$ cat src/rtl/uart_secded_rx_fifo.sv
// uart_secded_rx_fifo
// -------------------
// Oversampling UART receiver for 8-bit frames that each carry a Hamming(7,4)
// codeword plus an overall parity bit. Each frame with a good stop bit is
// decoded with single-error correction and queued in a ready/valid FIFO.
//
// Optional feature macro: UART_SECDED_EN
//   defined   -> frame[7] is even overall parity; double errors are flagged
//                as uncorrectable and left uncorrected.
//   undefined -> frame[7] is ignored; any nonzero syndrome is corrected and
//                out_uncorrectable is tied to 0.
//
// Parameters
//   CLKS_PER_BIT  clocks per UART bit (even, >= 4)
//   FIFO_DEPTH    output FIFO entries (power of two, >= 2)
//
// Ports
//   clk               clock
//   rst               synchronous active-high reset
//   ena               global enable; low freezes all state
//   rx                asynchronous serial input, idle high
//   out_ready         consumer accepts the head entry
//   out_valid         FIFO non-empty
//   out_data          decoded nibble at FIFO head
//   out_syndrome      Hamming syndrome of head entry
//   out_corrected     head entry had an error that was fixed
//   out_uncorrectable head entry had a double error (SECDED build only)
//   fifo_count        FIFO occupancy
//   overflow          sticky; a frame was dropped because the FIFO was full
//   frame_err         one-cycle pulse after a bad stop bit
//   state_out         receiver state: IDLE=0, START=1, DATA=2, STOP=3
module uart_secded_rx_fifo #(
  parameter int CLKS_PER_BIT = 16,
  parameter int FIFO_DEPTH   = 4
) (
  input  logic                          clk,
  input  logic                          rst,
  input  logic                          ena,
  input  logic                          rx,
  input  logic                          out_ready,
  output logic                          out_valid,
  output logic [3:0]                    out_data,
  output logic [2:0]                    out_syndrome,
  output logic                          out_corrected,
  output logic                          out_uncorrectable,
  output logic [$clog2(FIFO_DEPTH):0]   fifo_count,
  output logic                          overflow,
  output logic                          frame_err,
  output logic [1:0]                    state_out
);

  localparam int CW   = $clog2(CLKS_PER_BIT);
  localparam int PW   = $clog2(FIFO_DEPTH);
  localparam int CNTW = PW + 1;

  localparam logic [CW-1:0]   HALF_LOAD  = CW'(CLKS_PER_BIT / 2 - 1);
  localparam logic [CW-1:0]   BIT_LOAD   = CW'(CLKS_PER_BIT - 1);
  localparam logic [CW-1:0]   CNT_ONE    = CW'(1);
  localparam logic [CNTW-1:0] FIFO_FULL  = CNTW'(FIFO_DEPTH);
  localparam logic [CNTW-1:0] OCC_ONE    = CNTW'(1);
  localparam logic [PW-1:0]   PTR_ONE    = PW'(1);

  typedef enum logic [1:0] {
    IDLE  = 2'd0,
    START = 2'd1,
    DATA  = 2'd2,
    STOP  = 2'd3
  } state_t;

  state_t         state, state_nxt;
  logic           rx_meta, rx_sync, rx_prev;
  logic [CW-1:0]  bit_cnt, bit_cnt_nxt;
  logic [2:0]     bit_idx, bit_idx_nxt;
  logic [7:0]     frame, frame_nxt;
  logic           stop_wait, stop_wait_nxt;
  logic           ferr_q, ferr_nxt;
  logic           push;
  logic           tick;

  // Two-flop synchroniser plus one extra delayed copy for falling-edge
  // detection; all flops idle high so reset never looks like a start bit.
  always_ff @(posedge clk) begin
    if (rst) begin
      rx_meta <= 1'b1;
      rx_sync <= 1'b1;
      rx_prev <= 1'b1;
    end else if (ena) begin
      rx_meta <= rx;
      rx_sync <= rx_meta;
      rx_prev <= rx_sync;
    end
  end

  assign tick = (bit_cnt == '0);

  // Next-state and datapath controls. Sampling happens when the bit counter
  // reaches zero; START waits half a bit so later samples land mid-bit.
  always_comb begin
    state_nxt     = state;
    bit_cnt_nxt   = bit_cnt;
    bit_idx_nxt   = bit_idx;
    frame_nxt     = frame;
    stop_wait_nxt = stop_wait;
    push          = 1'b0;
    ferr_nxt      = 1'b0;
    case (state)
      IDLE: begin
        if (rx_prev && !rx_sync) begin
          state_nxt   = START;
          bit_cnt_nxt = HALF_LOAD;
        end
      end
      START: begin
        if (tick) begin
          if (!rx_sync) begin
            state_nxt   = DATA;
            bit_cnt_nxt = BIT_LOAD;
            bit_idx_nxt = 3'd0;
          end else begin
            state_nxt = IDLE;
          end
        end else begin
          bit_cnt_nxt = bit_cnt - CNT_ONE;
        end
      end
      DATA: begin
        if (tick) begin
          frame_nxt   = {rx_sync, frame[7:1]};
          bit_cnt_nxt = BIT_LOAD;
          bit_idx_nxt = bit_idx + 3'd1;
          if (bit_idx == 3'd7) begin
            state_nxt = STOP;
          end
        end else begin
          bit_cnt_nxt = bit_cnt - CNT_ONE;
        end
      end
      STOP: begin
        // After a bad stop bit the line may still be low (break); park here
        // until it returns high so the tail is not taken as a new start bit.
        if (stop_wait) begin
          if (rx_sync) begin
            state_nxt     = IDLE;
            stop_wait_nxt = 1'b0;
          end
        end else if (tick) begin
          if (rx_sync) begin
            push      = 1'b1;
            state_nxt = IDLE;
          end else begin
            ferr_nxt      = 1'b1;
            stop_wait_nxt = 1'b1;
          end
        end else begin
          bit_cnt_nxt = bit_cnt - CNT_ONE;
        end
      end
      default: state_nxt = IDLE;
    endcase
  end

  // State register.
  always_ff @(posedge clk) begin
    if (rst) begin
      state <= IDLE;
    end else if (ena) begin
      state <= state_nxt;
    end
  end

  // Receiver datapath registers. The error pulse is cleared whenever the
  // block is disabled so it can never stretch across a freeze.
  always_ff @(posedge clk) begin
    if (rst) begin
      bit_cnt   <= '0;
      bit_idx   <= 3'd0;
      frame     <= 8'd0;
      stop_wait <= 1'b0;
      ferr_q    <= 1'b0;
    end else begin
      ferr_q <= ena && ferr_nxt;
      if (ena) begin
        bit_cnt   <= bit_cnt_nxt;
        bit_idx   <= bit_idx_nxt;
        frame     <= frame_nxt;
        stop_wait <= stop_wait_nxt;
      end
    end
  end

  // Hamming decode of the assembled frame; positions 1..7 are code[0..6].
  logic [6:0] code, flip, fixed;
  logic [2:0] syn;
  logic [7:0] one_hot;
  logic       corr, unc;
  logic [8:0] entry;

  always_comb begin
    code    = frame[6:0];
    syn     = {code[3] ^ code[4] ^ code[5] ^ code[6],
               code[1] ^ code[2] ^ code[5] ^ code[6],
               code[0] ^ code[2] ^ code[4] ^ code[6]};
    // Bit 0 of the one-hot is the "no error" slot and is discarded.
    one_hot = 8'd1 << syn;
    flip    = one_hot[7:1];
`ifdef UART_SECDED_EN
    // Odd overall parity means an odd number of flips: treat as single.
    // Nonzero syndrome with even parity is a double error; leave raw bits.
    corr  = ^frame;
    unc   = (syn != 3'd0) && !(^frame);
    fixed = unc ? code : (code ^ flip);
`else
    corr  = (syn != 3'd0);
    unc   = 1'b0;
    fixed = code ^ flip;
`endif
    entry = {fixed[6], fixed[5], fixed[4], fixed[2], syn, corr, unc};
  end

  // Output FIFO. A push into a full FIFO still succeeds if the head pops
  // in the same cycle; otherwise the frame is dropped and flagged.
  logic [8:0]      mem [FIFO_DEPTH];
  logic [PW-1:0]   wr_ptr, rd_ptr;
  logic [CNTW-1:0] occ;
  logic            empty, full, pop, wr_en, drop;

  assign empty = (occ == '0);
  assign full  = (occ == FIFO_FULL);
  assign pop   = ena && !empty && out_ready;
  assign wr_en = push && (!full || pop);
  assign drop  = push && full && !pop;

  always_ff @(posedge clk) begin
    if (ena && wr_en) begin
      mem[wr_ptr] <= entry;
    end
  end

  // Pointer and occupancy bookkeeping; pointers wrap naturally because
  // the depth is a power of two.
  always_ff @(posedge clk) begin
    if (rst) begin
      wr_ptr   <= '0;
      rd_ptr   <= '0;
      occ      <= '0;
      overflow <= 1'b0;
    end else if (ena) begin
      if (wr_en) begin
        wr_ptr <= wr_ptr + PTR_ONE;
      end
      if (pop) begin
        rd_ptr <= rd_ptr + PTR_ONE;
      end
      if (wr_en && !pop) begin
        occ <= occ + OCC_ONE;
      end else if (pop && !wr_en) begin
        occ <= occ - OCC_ONE;
      end
      if (drop) begin
        overflow <= 1'b1;
      end
    end
  end

  logic [8:0] head;
  assign head = empty ? 9'd0 : mem[rd_ptr];

  assign out_valid         = !empty;
  assign out_data          = head[8:5];
  assign out_syndrome      = head[4:2];
  assign out_corrected     = head[1];
  assign out_uncorrectable = head[0];
  assign fifo_count        = occ;
  assign frame_err         = ferr_q && ena;
  assign state_out         = state;

endmodule
$ cat config.mk
export PLATFORM = sky130hd
export DESIGN_NAME = uart_secded_rx_fifo
export DESIGN_NICKNAME = d
export VERILOG_FILES = /design/src/rtl/uart_secded_rx_fifo.sv
export SDC_FILE = /design/constraint.sdc
export NUM_CORES = 1
export LEC_CHECK = 0
export BUFFER_PORTS_ARGS = -buffer_cell sky130_fd_sc_hd__buf_2
export CAP_MARGIN = 20
export CELL_PAD_IN_SITES_DETAIL_PLACEMENT = 0
export CELL_PAD_IN_SITES_GLOBAL_PLACEMENT = 1
export CORE_AREA = 2 2 79 81
export CTS_CLUSTER_DIAMETER = 40
export DETAILED_ROUTE_END_ITERATION = 12
export DIE_AREA = 0 0 81 83
export PLACE_DENSITY = 0.91
export SYNTH_ARGS = -nofsm -noshare
export SYNTH_HDL_FRONTEND = slang
export SYNTH_SLANG_ARGS = --single-unit
$ cat constraint.sdc
create_clock -name clk -period 5.3 [get_ports clk]
set_clock_uncertainty 0.1 [all_clocks]
set_input_delay 0.795 -clock clk [delete_from_list [all_inputs] [get_ports clk]]
set_output_delay 0.795 -clock clk [all_outputs]
set_load 0.02 [all_outputs]
==> summary.md, run 1 <==
| Metric | Value |
|---|---|
| Placed insts | `approximately 340` |
| Synth Instances | `between 200 and 300` |
| First-pass GRT wire length | `approximately 8100 µm` |
| Gr usage total | `0.159` |
| Maximum vdd drop | `0.000157 V` |
| Largest net degree at the start of global routing | `29` |
| R2R depth | `11` |
| Fillcell total | `about 520` |
| Worst reg2reg path startpoint | `bit_cnt[1]` |
| Max_cap viols | `0` |
| Post-CTS setup buffers | `0` |
| Xor/xnor share of the synthesized area | `0.0505` |
| RD Place Congestion | `0.728` |
| Rows | `28` |
| WHS Path Cells | `2` |
| R2r endpoint | `fifo_count[2]` |
| Vias in the first global route | `around 1700` |
| Max_slew headroom | `0.403` |
| I/O Buffers | `20` |
| WL per Instance | `13.8 µm` |
| Flop and latch count out of synthesis | `64` |
| Die Footprint | `~6700 µm²` |
| Congestion Overflow GR | `0` |
| Synthesized area | `between 2000 and 3000 µm²` |
| Largest area contributor in the netlist | `edfxtp_1` |
| Initial Util | `0.507` |
| Status | `complete, no violations` |
| Drt total wl | `~4800 µm` |
| # resized after CTS | `0` |
| # H-tree levels | `3` |
| Core area | `5820 µm²` |
| Area delta synth->final | `10.7%` |
| Synth Area in Adders | `0.0620` |
| Hold Crit Class | `reg -> reg` |
| # setup viols final | `0` |
| Buffers from clock root to sink, at most | `2` |
| Antenna viol nets, final | `0` |
| Crit path arrival time | `1.92 ns` |
| Avg Cell Area, Syn | `between 10 and 15 µm²` |
| Lkg Pwr | `between 1 and 1.5 nW` |
| Largest family of logic cells by synthesized area | `simple AND/OR/NAND/NOR gates` |
| Synth top cells by count | `32 x dfxtp_1, 32 x edfxtp_1, 26 x nor2_1` |
| Remaining DRCs | `0` |
| Post-Synth Simple-Gate Area | `0.134` |
| Critical-path maximum fanout | `8` |
| I/O pin cnt | `22` |
| Net Count, Synth | `between 200 and 300` |
| Slew Limit Fails | `0` |
| Max Clk Rate | `0.355 GHz` |
| Asr flop ratio synth | `0` |
| Area contributors post-synth | `edfxtp_1 33%, dfxtp_1 22%, mux4_2 6.1%` |
| Crit path to | `out_data[1]` |
| Ys flop type | `edfxtp_1` |
| Worst skew pair latency | `~0.33 ns` |
| DRT iter0 DRCs | `92` |
| # clock sinks | `64` |
| Placed cell area | `around 3100 µm²` |
| Mux contribution to synthesized area | `0.102` |
| Synthesis Warnings | `0` |
| Final Worst Setup Slack | `between 2 and 2.5 ns` |
| Place WS | `roughly 2.3 ns` |
| Clock root cell | `clkbuf_8` |
| Die Wd | `81 µm` |
| Synth unique cells | `a little over 40` |
| Period minus WS final | `approximately 2.8 ns` |
| CP Launch Type | `flop` |
| Initial DRT Pass Iterations | `4` |
| Worst-Margin Slew | `~0.87 ns` |
| Fin cells | `around 350` |
| Pwr/cell area | `~290 nW/µm²` |
| Setup TNS Final | `0 ns` |
| Hold-fix buffers, CTS | `0` |
| Detailed Place HPWL | `about 3300 µm` |
| Crit share post-route | `0.531` |
| Final hold slack | `around 0.36 ns` |
| Core Util, Final | `0.561` |
| RSZ-0062 raised after global routing | `no` |
| Worst EP required | `approximately 4.4 ns` |
| TritonCTS clock tree | `built` |
| Finished Cell Area | `approximately 3300 µm²` |
| Post-synth EDFFs | `32` |
| Chip Height | `83 µm` |
| Nets | `290` |
| # diodes | `0` |
| Final hold viol count | `0` |
| Synth Area in Compound Gates | `0.0645` |
| Vias per inst | `approximately 5.2` |
| Synth top area share | `0.326` |
| Initial antenna violation count | `0` |
| Vias | `around 1800` |
| Share of layout cells above drive strength 1 | `0.181` |
| TritonCTS Buffers | `9` |
| Endpoint class of the critical path | `output port` |
| Sequential area share after synthesis | `0.543` |
| R2R setup slack | `~2.5 ns` |
| Total power | `~0.94 mW` |
| Worst-path clk slew | `around 0.070 ns` |
| CP Class | `reg -> out` |
[layer usage]
metal	share of wire	wire length (µm)	GRT usage
met1	0.47	2260	0.208
met2	0.48	2310	0.243
met3	0.035	171	0.0435
met4	0.018	86	0.0770
met5	0	0	0
[area by class of cell]
type                            instances  area (µm²)  area share
Tap cell                               75        93.8      0.0288
Clock buffer                            9         124      0.0380
Inverter                               16        60.1      0.0184
Timing Repair Buffer                   20         100      0.0307
Clock inverter                          7        62.6      0.0192
Multi-Input combinational cell        160        1220       0.374
Sequential cell                        64        1600       0.491
[worst min-delay path by stage]
stage / endpoint / startpoint / slack [ns]
floorplan: rx_prev / rx_prev / 0.33
CTS: bit_idx[1] / bit_idx[1] / 0.36
finish: bit_idx[1] / bit_idx[1] / 0.36
global placement: bit_idx[2] / bit_idx[2] / 0.35
global route: bit_idx[1] / bit_idx[1] / 0.38
detailed placement: bit_idx[1] / bit_idx[1] / 0.35
[cells by family (layout without fill, tap and decap cells)]
kind of cell | after synthesis | count (layout)
DFF | 64 | 64
xor gates and xnor gates | 17 | 17
and+or+nand+nor | 78 | 78
AOI/OAI and AO/OA | 30 | 30
muxes | 20 | 20
buffers and inverters | 29 | 52
adders and majority gates | 14 | 14
other | 1 | 1
[state kept, by name, indices dropped and copies added (netlist names), named ones only]
name,flops
overflow,1
bit_idx,3
rx_meta,1
frame,8
bit_cnt,4
rx_sync,1
mem,32
fifo_count,3
ferr_q,1
wr_ptr,2
stop_wait,1
rx_prev,1
rd_ptr,2
state_out,1
[power breakdown]
part	switching [mW]	leakage [nW]	internal, mW
combinational	0.0209	0.590	0.0108
sequential	0.00285	0.526	0.517
clock	0.180	0.0985	0.213
total	0.203	1.21	0.741
[placed cells by master, fill, tap and decap left out, drive strengths merged, types with 5 or more instances in the layout]
master and instances:
a21oi 9, and2 13, buf 20, clkbuf 9, clkinv 5, dfxtp 32
edfxtp 32, ha 13, inv 16, mux2i 12, mux4 8, nand2 12
nand3 5, nor2 26, nor3 6, o21ai 8, xnor2 12, xor2 5
[worst max-delay path: stages (launching register included)]
cell and delay (ns):
dfxtp_1 0.68, mux4_2 0.58, and2_1 0.17, buf_2 0.15
Power figures use the tool's default switching activity.
==> run 2, diff against run 1 <==
Settings changed: CORE_AREA 2 2 79 81 to 2 2 86 88, DIE_AREA 0 0 81 83 to 0 0 88 90, PLACE_DENSITY 0.91 to 0.82.
Clock period 5.3 ns to 2.5 ns, I/O delays scaled along.
==> run 2 against run 1 <==
Compared with the run above: hold slack got worse by 0.18 ns; clock-buffer cell count did not move; via count rose by 1.0%; register-to-register slack got worse by 2.3 ns; non-clock buffer count rose by 8; sequential share of layout area fell by 2.2 points; total power rose by 130%; die area rose by 18%; critical path type is now reg -> reg; worst setup slack got worse by 2.3 ns; global-route usage fell by 2.5 points.
==> summary.md, run 2 (synthesized netlist as in run 1, its figures left out) <==
| Metric | Value |
|---|---|
| Worst-path cell chain | `inv_1, ha_2, nor3b_4, nor4b_4, ha_2, inv_1, fa_1, xnor2_1, nand2_1, xnor2_1, nor2_1` |
| TritonCTS Buffers | `9` |
| Remaining DRCs | `0` |
| Hold Crit Class | `in -> reg` |
| WHS Path Cells | `3` |
| Placed cell area | `3160 µm²` |
| Vias in the first global route | `approximately 1800` |
| Nets | `roughly 300` |
| RSZ-0062 raised after global routing | `no` |
| Pwr/cell area | `630 nW/µm²` |
| R2R depth | `11` |
| Most frequent cells in the layout | `32 x dfxtp_1, 32 x edfxtp_1, 26 x nor2_1` |
| WL per Instance | `about 13 µm` |
| Period minus WS final | `2.30 ns` |
| Max_slew headroom | `0.603` |
| Lkg Pwr | `about 1.3 nW` |
| Total power | `2.15 mW` |
| Maximum vdd drop | `approximately 0.00025 V` |
| # diodes | `0` |
| Worst-path clk slew | `0.08 ns` |
| Biggest register | `mem` |
| Critical-path maximum fanout | `4` |
| CP Launch Type | `flop` |
| Vias | `1843` |
| Detailed Place HPWL | `around 3400 µm` |
| Status | `complete, no violations` |
| CP max stage cell | `fa_1` |
| Antenna viol nets, final | `0` |
| Initial antenna violation count | `0` |
| Slowest cell delay on critical path | `about 0.37 ns` |
| Final hold viol count | `0` |
| Area delta synth->final | `15.8%` |
| Largest register FFs | `32` |
| Share of layout cells above drive strength 1 | `0.222` |
| Drt total wl | `a little under 5000 µm` |
| Chip Height | `about 90 µm` |
| First-pass GRT wire length | `a little over 8000 µm` |
| # setup viols final | `0` |
| Hold-fix buffers, CTS | `0` |
| Gr usage total | `0.134` |
| I/O Buffers | `20` |
| Worst-Margin Slew | `slightly below 0.6 ns` |
| Initial DRT Pass Iterations | `4` |
| Max Clk Rate | `between 0.4 and 0.5 GHz` |
| # clock sinks | `64` |
| Endpoint class of the critical path | `flop` |
| Die Wd | `~90 µm` |
| Finished Cell Area | `between 3000 and 4000 µm²` |
| Buffers from clock root to sink, at most | `2` |
| R2R setup slack | `0.20 ns` |
| Rows | `31` |
| Worst skew pair latency | `approximately 0.34 ns` |
| Die Footprint | `7920 µm²` |
| Max_cap viols | `0` |
| I/O pin cnt | `22` |
| Clock root cell | `clkbuf_8` |
| Congestion Overflow GR | `0` |
| Setup TNS Final | `0 ns` |
| Worst EP required | `between 2 and 3 ns` |
| Largest net degree at the start of global routing | `29` |
| Initial Util | `0.420` |
| CP Class | `reg -> reg` |
| DRT iter0 DRCs | `53` |
| Core area | `7020 µm²` |
| Crit share post-route | `0.921` |
| Vias per inst | `4.81` |
| Largest regs | `mem: 32 flops, frame: 8 flops, bit_cnt: 4 flops` |
| Crit path arrival time | `about 2.4 ns` |
| TritonCTS clock tree | `built` |
| Slew Limit Fails | `0` |
| # H-tree levels | `3` |
| RD Place Congestion | `about 0.79` |
==> run 2: repair_timing <==
action | in CTS | in global routing
resized for setup | 0 | 7
buffers inserted | 0 | 1
endpoints found under the setup margin | 0 | 22
hold endpoints to repair | 0 | 0
==> run 2: cell type report <==
class | count | area (µm²)
flip-flops and latches | 64 | 1600
well taps | 99 | 124
repair buffers | 28 | 160
clock inverters | 7 | 95.1
multi-input cells | 160 | 1250
clock buffers | 9 | 124
inverters | 16 | 60.1
fillers | 639 | 3610
==> run 2: routing by layer <==
layer / track usage / part of all wire / vias to the layer above
met1: 0.167 / 0.46 / 865
met3: 0.0340 / 0.033 / 11
met2: 0.217 / 0.48 / 35
met5: 0 / 0 / -
li1: - / - / 932
met4: 0.0577 / 0.020 / 0
==> run 2: path summary, 6_finish.rpt <==
kind / end / start
worst max-delay path: fifo_count[2] / bit_cnt[1]
worst min-delay path: rx_meta / rx
worst max register to register: fifo_count[2] / bit_cnt[1]
worst min register to register: bit_idx[1] / bit_idx[1]
==> run 2: per-stage QoR <==
stage	cells	setup slack, ns	util	hold slack, ns
final	383	0.197	0.486	0.179
after CTS	382	0.0819	0.481	0.169
after floorplan	253	0.0879	-	0.333
after global placement	366	0.161	0.450	0.346
after detailed placement	366	0.109	0.450	0.352
after global routing	383	0.0169	0.486	0.190
==> run 2: power breakdown <==
| part | internal, mW | switching (mW) |
|---|---|---|
| registers | 1.10 | 0.00572 |
| logic | 0.0324 | 0.0474 |
| clock network | 0.562 | 0.407 |
==> run 2: worst max-delay path: cells and delay by family, from the launching register on <==
family | cells | cell delay [ns]
adders and majority gates | 3 | 0.78
and+or+nand+nor | 4 | 0.58
DFF | 1 | 0.32
xor gates and xnor gates | 2 | 0.28
buffers and inverters | 2 | 0.12
==> run 3, diff against run 2 <==
Settings changed: BUFFER_PORTS_ARGS -buffer_cell sky130_fd_sc_hd__buf_2 to -buffer_cell sky130_fd_sc_hd__buf_4, MAX_ROUTING_LAYER set to met4.
==> run 3 against run 2 <==
Compared with the run above: critical path depth did not move; non-clock buffer count did not move; via count rose by 2.4%; critical path type unchanged; critical endpoint unchanged; register-to-register slack got worse by 0.06 ns; clock-buffer cell count did not move; hold slack got worse by 0.024 ns; worst setup slack got worse by 0.057 ns; first-iteration DRC count rose by 75%.
==> summary.md, run 3 (synthesized netlist as in run 1, its figures left out) <==
| Metric | Value |
|---|---|
| Status | `complete, no violations` |
| R2r endpoint | `fifo_count[2]` |
| Max Clk Rate | `roughly 0.42 GHz` |
| Rows | `31` |
| Buffers from clock root to sink, at most | `2` |
| Worst-Margin Slew | `roughly 0.58 ns` |
| Most frequent cells in the layout | `32 x dfxtp_1, 32 x edfxtp_1, 28 x buf_4` |
| Crit share post-route | `0.944` |
| Hold-fix buffers, CTS | `0` |
| CP Launch Type | `flop` |
| Crit path arrival time | `between 2 and 2.5 ns` |
| Vias | `~1900` |
| Core Util, Final | `0.495` |
| Worst-path clk slew | `around 0.08 ns` |
| TritonCTS Buffers | `9` |
| # clock sinks | `between 60 and 70` |
| Period minus WS final | `roughly 2.4 ns` |
| Total power | `approximately 2.2 mW` |
| Hold Crit Class | `in -> reg` |
| Reg area | `about 1600 µm²` |
| Vias in the first global route | `1846` |
| Remaining DRCs | `0` |
| R2R depth | `11` |
| # setup viols final | `0` |
| # H-tree levels | `3` |
| Fillcell total | `between 600 and 700` |
| WL per Instance | `roughly 13 µm` |
| Pwr/cell area | `roughly 620 nW/µm²` |
| TritonCTS clock tree | `built` |
| CP Class | `reg -> reg` |
| Max_slew headroom | `0.612` |
| Endpoint class of the critical path | `flop` |
| Maximum vdd drop | `about 0.00036 V` |
| Antenna viol nets, final | `0` |
| Largest regs | `mem: 32 flops, frame: 8 flops, bit_cnt: 4 flops` |
| First-pass GRT wire length | `roughly 8500 µm` |
| Core area | `~7000 µm²` |
| WHS Path Cells | `3` |
| Max_cap viols | `0` |
| Vias per inst | `slightly below 5` |
| Die Footprint | `between 7000 and 8000 µm²` |
| Final hold viol count | `0` |
| Congestion Overflow GR | `0` |
| Detailed Place HPWL | `3460 µm` |
| I/O Buffers | `20` |
| Multi-input logic area | `about 1300 µm²` |
| Area delta synth->final | `17.8%` |
| Biggest register | `mem` |
| R2R setup slack | `roughly 0.14 ns` |
| # diodes | `0` |
| Worst EP required | `2.62 ns` |
| Initial antenna violation count | `0` |
| Lkg Pwr | `about 1.3 nW` |
| Drt total wl | `roughly 5000 µm` |
| I/O pin cnt | `22` |
| Chip Height | `roughly 90 µm` |
| Nets | `between 200 and 300` |
| Worst reg2reg path startpoint | `bit_cnt[0]` |
| Hold Startpoint | `rx` |
| Largest net degree at the start of global routing | `29` |
| Clock root cell | `clkbuf_8` |
| Slew Limit Fails | `0` |
| Gr usage total | `0.142` |
| Largest register FFs | `32` |
| Hold Path Sink | `rx_meta` |
| Initial Util | `0.420` |
| Share of layout cells above drive strength 1 | `0.218` |
| Worst skew pair latency | `between 0.3 and 0.4 ns` |
| Initial DRT Pass Iterations | `4` |
| Die Wd | `88 µm` |
| RD Place Congestion | `approximately 0.8` |
| Critical-path maximum fanout | `4` |
| DRT iter0 DRCs | `between 90 and 100` |
run 3: cell type report:
class,instances,share of cell area
Clock buffer,9,0.0357
Clock inverter,7,0.0274
Inverter,16,0.0173
Multi-Input combinational cell,160,0.362
Sequential cell,64,0.461
Tap cell,99,0.0357
Timing Repair Buffer,28,0.0605
run 3: stage by stage:
step	area (µm²)	hold WS, ns	cells	TNS (ns)	worst slack (ns)
3_5_place_dp	3210	0.352	366	0	0.109
2_1_floorplan	2950	0.333	253	0	0.0879
5_1_grt	3470	0.165	383	-0.0333	-0.0333
3_3_place_gp	3210	0.344	366	0	0.174
6_report	3470	0.155	383	0	0.140
4_1_cts	3430	0.155	382	0	0.0543
run 3: worst max-delay path by stage:
stage,startpoint,endpoint,slack (ns),cells after the start
5_1_grt,bit_cnt[0],fifo_count[2],-0.03,11
3_3_place_gp,bit_cnt[0],fifo_count[2],0.17,11
6_report,bit_cnt[0],fifo_count[2],0.14,11
3_5_place_dp,bit_cnt[0],fifo_count[2],0.11,11
2_1_floorplan,flop,fifo_count[2],0.09,10
4_1_cts,bit_cnt[1],fifo_count[2],0.05,11
run 3: what timing repair did:
item	4_1_cts	5_1_grt
endpoints found under the setup margin	0	9
buffers inserted	0	1
gates resized for setup	0	7
run 3: critical path, stage by stage (launching register included):
cell	delay, ns
dfxtp_1	0.33
inv_1	0.10
ha_4	0.15
nor3b_4	0.23
nor4b_4	0.25
ha_2	0.22
inv_1	0.05
fa_1	0.37
xnor2_1	0.16
nand2_1	0.08
xnor2_1	0.15
nor2_1	0.05
run 3: routing by layer:
| metal | part of all wire | global-route usage |
|---|---|---|
| met1 | 0.46 | 0.166 |
| met2 | 0.49 | 0.230 |
| met3 | 0.027 | 0.0303 |
| met4 | 0.020 | 0.0654 |
| met5 | 0 | - |
run 3: power breakdown:
part	total [mW]	leakage, nW	switching (mW)	internal, mW
registers	1.10	0.517	0.00613	1.10
logic	0.0859	0.642	0.0499	0.0361
clock network	0.980	0.110	0.417	0.562
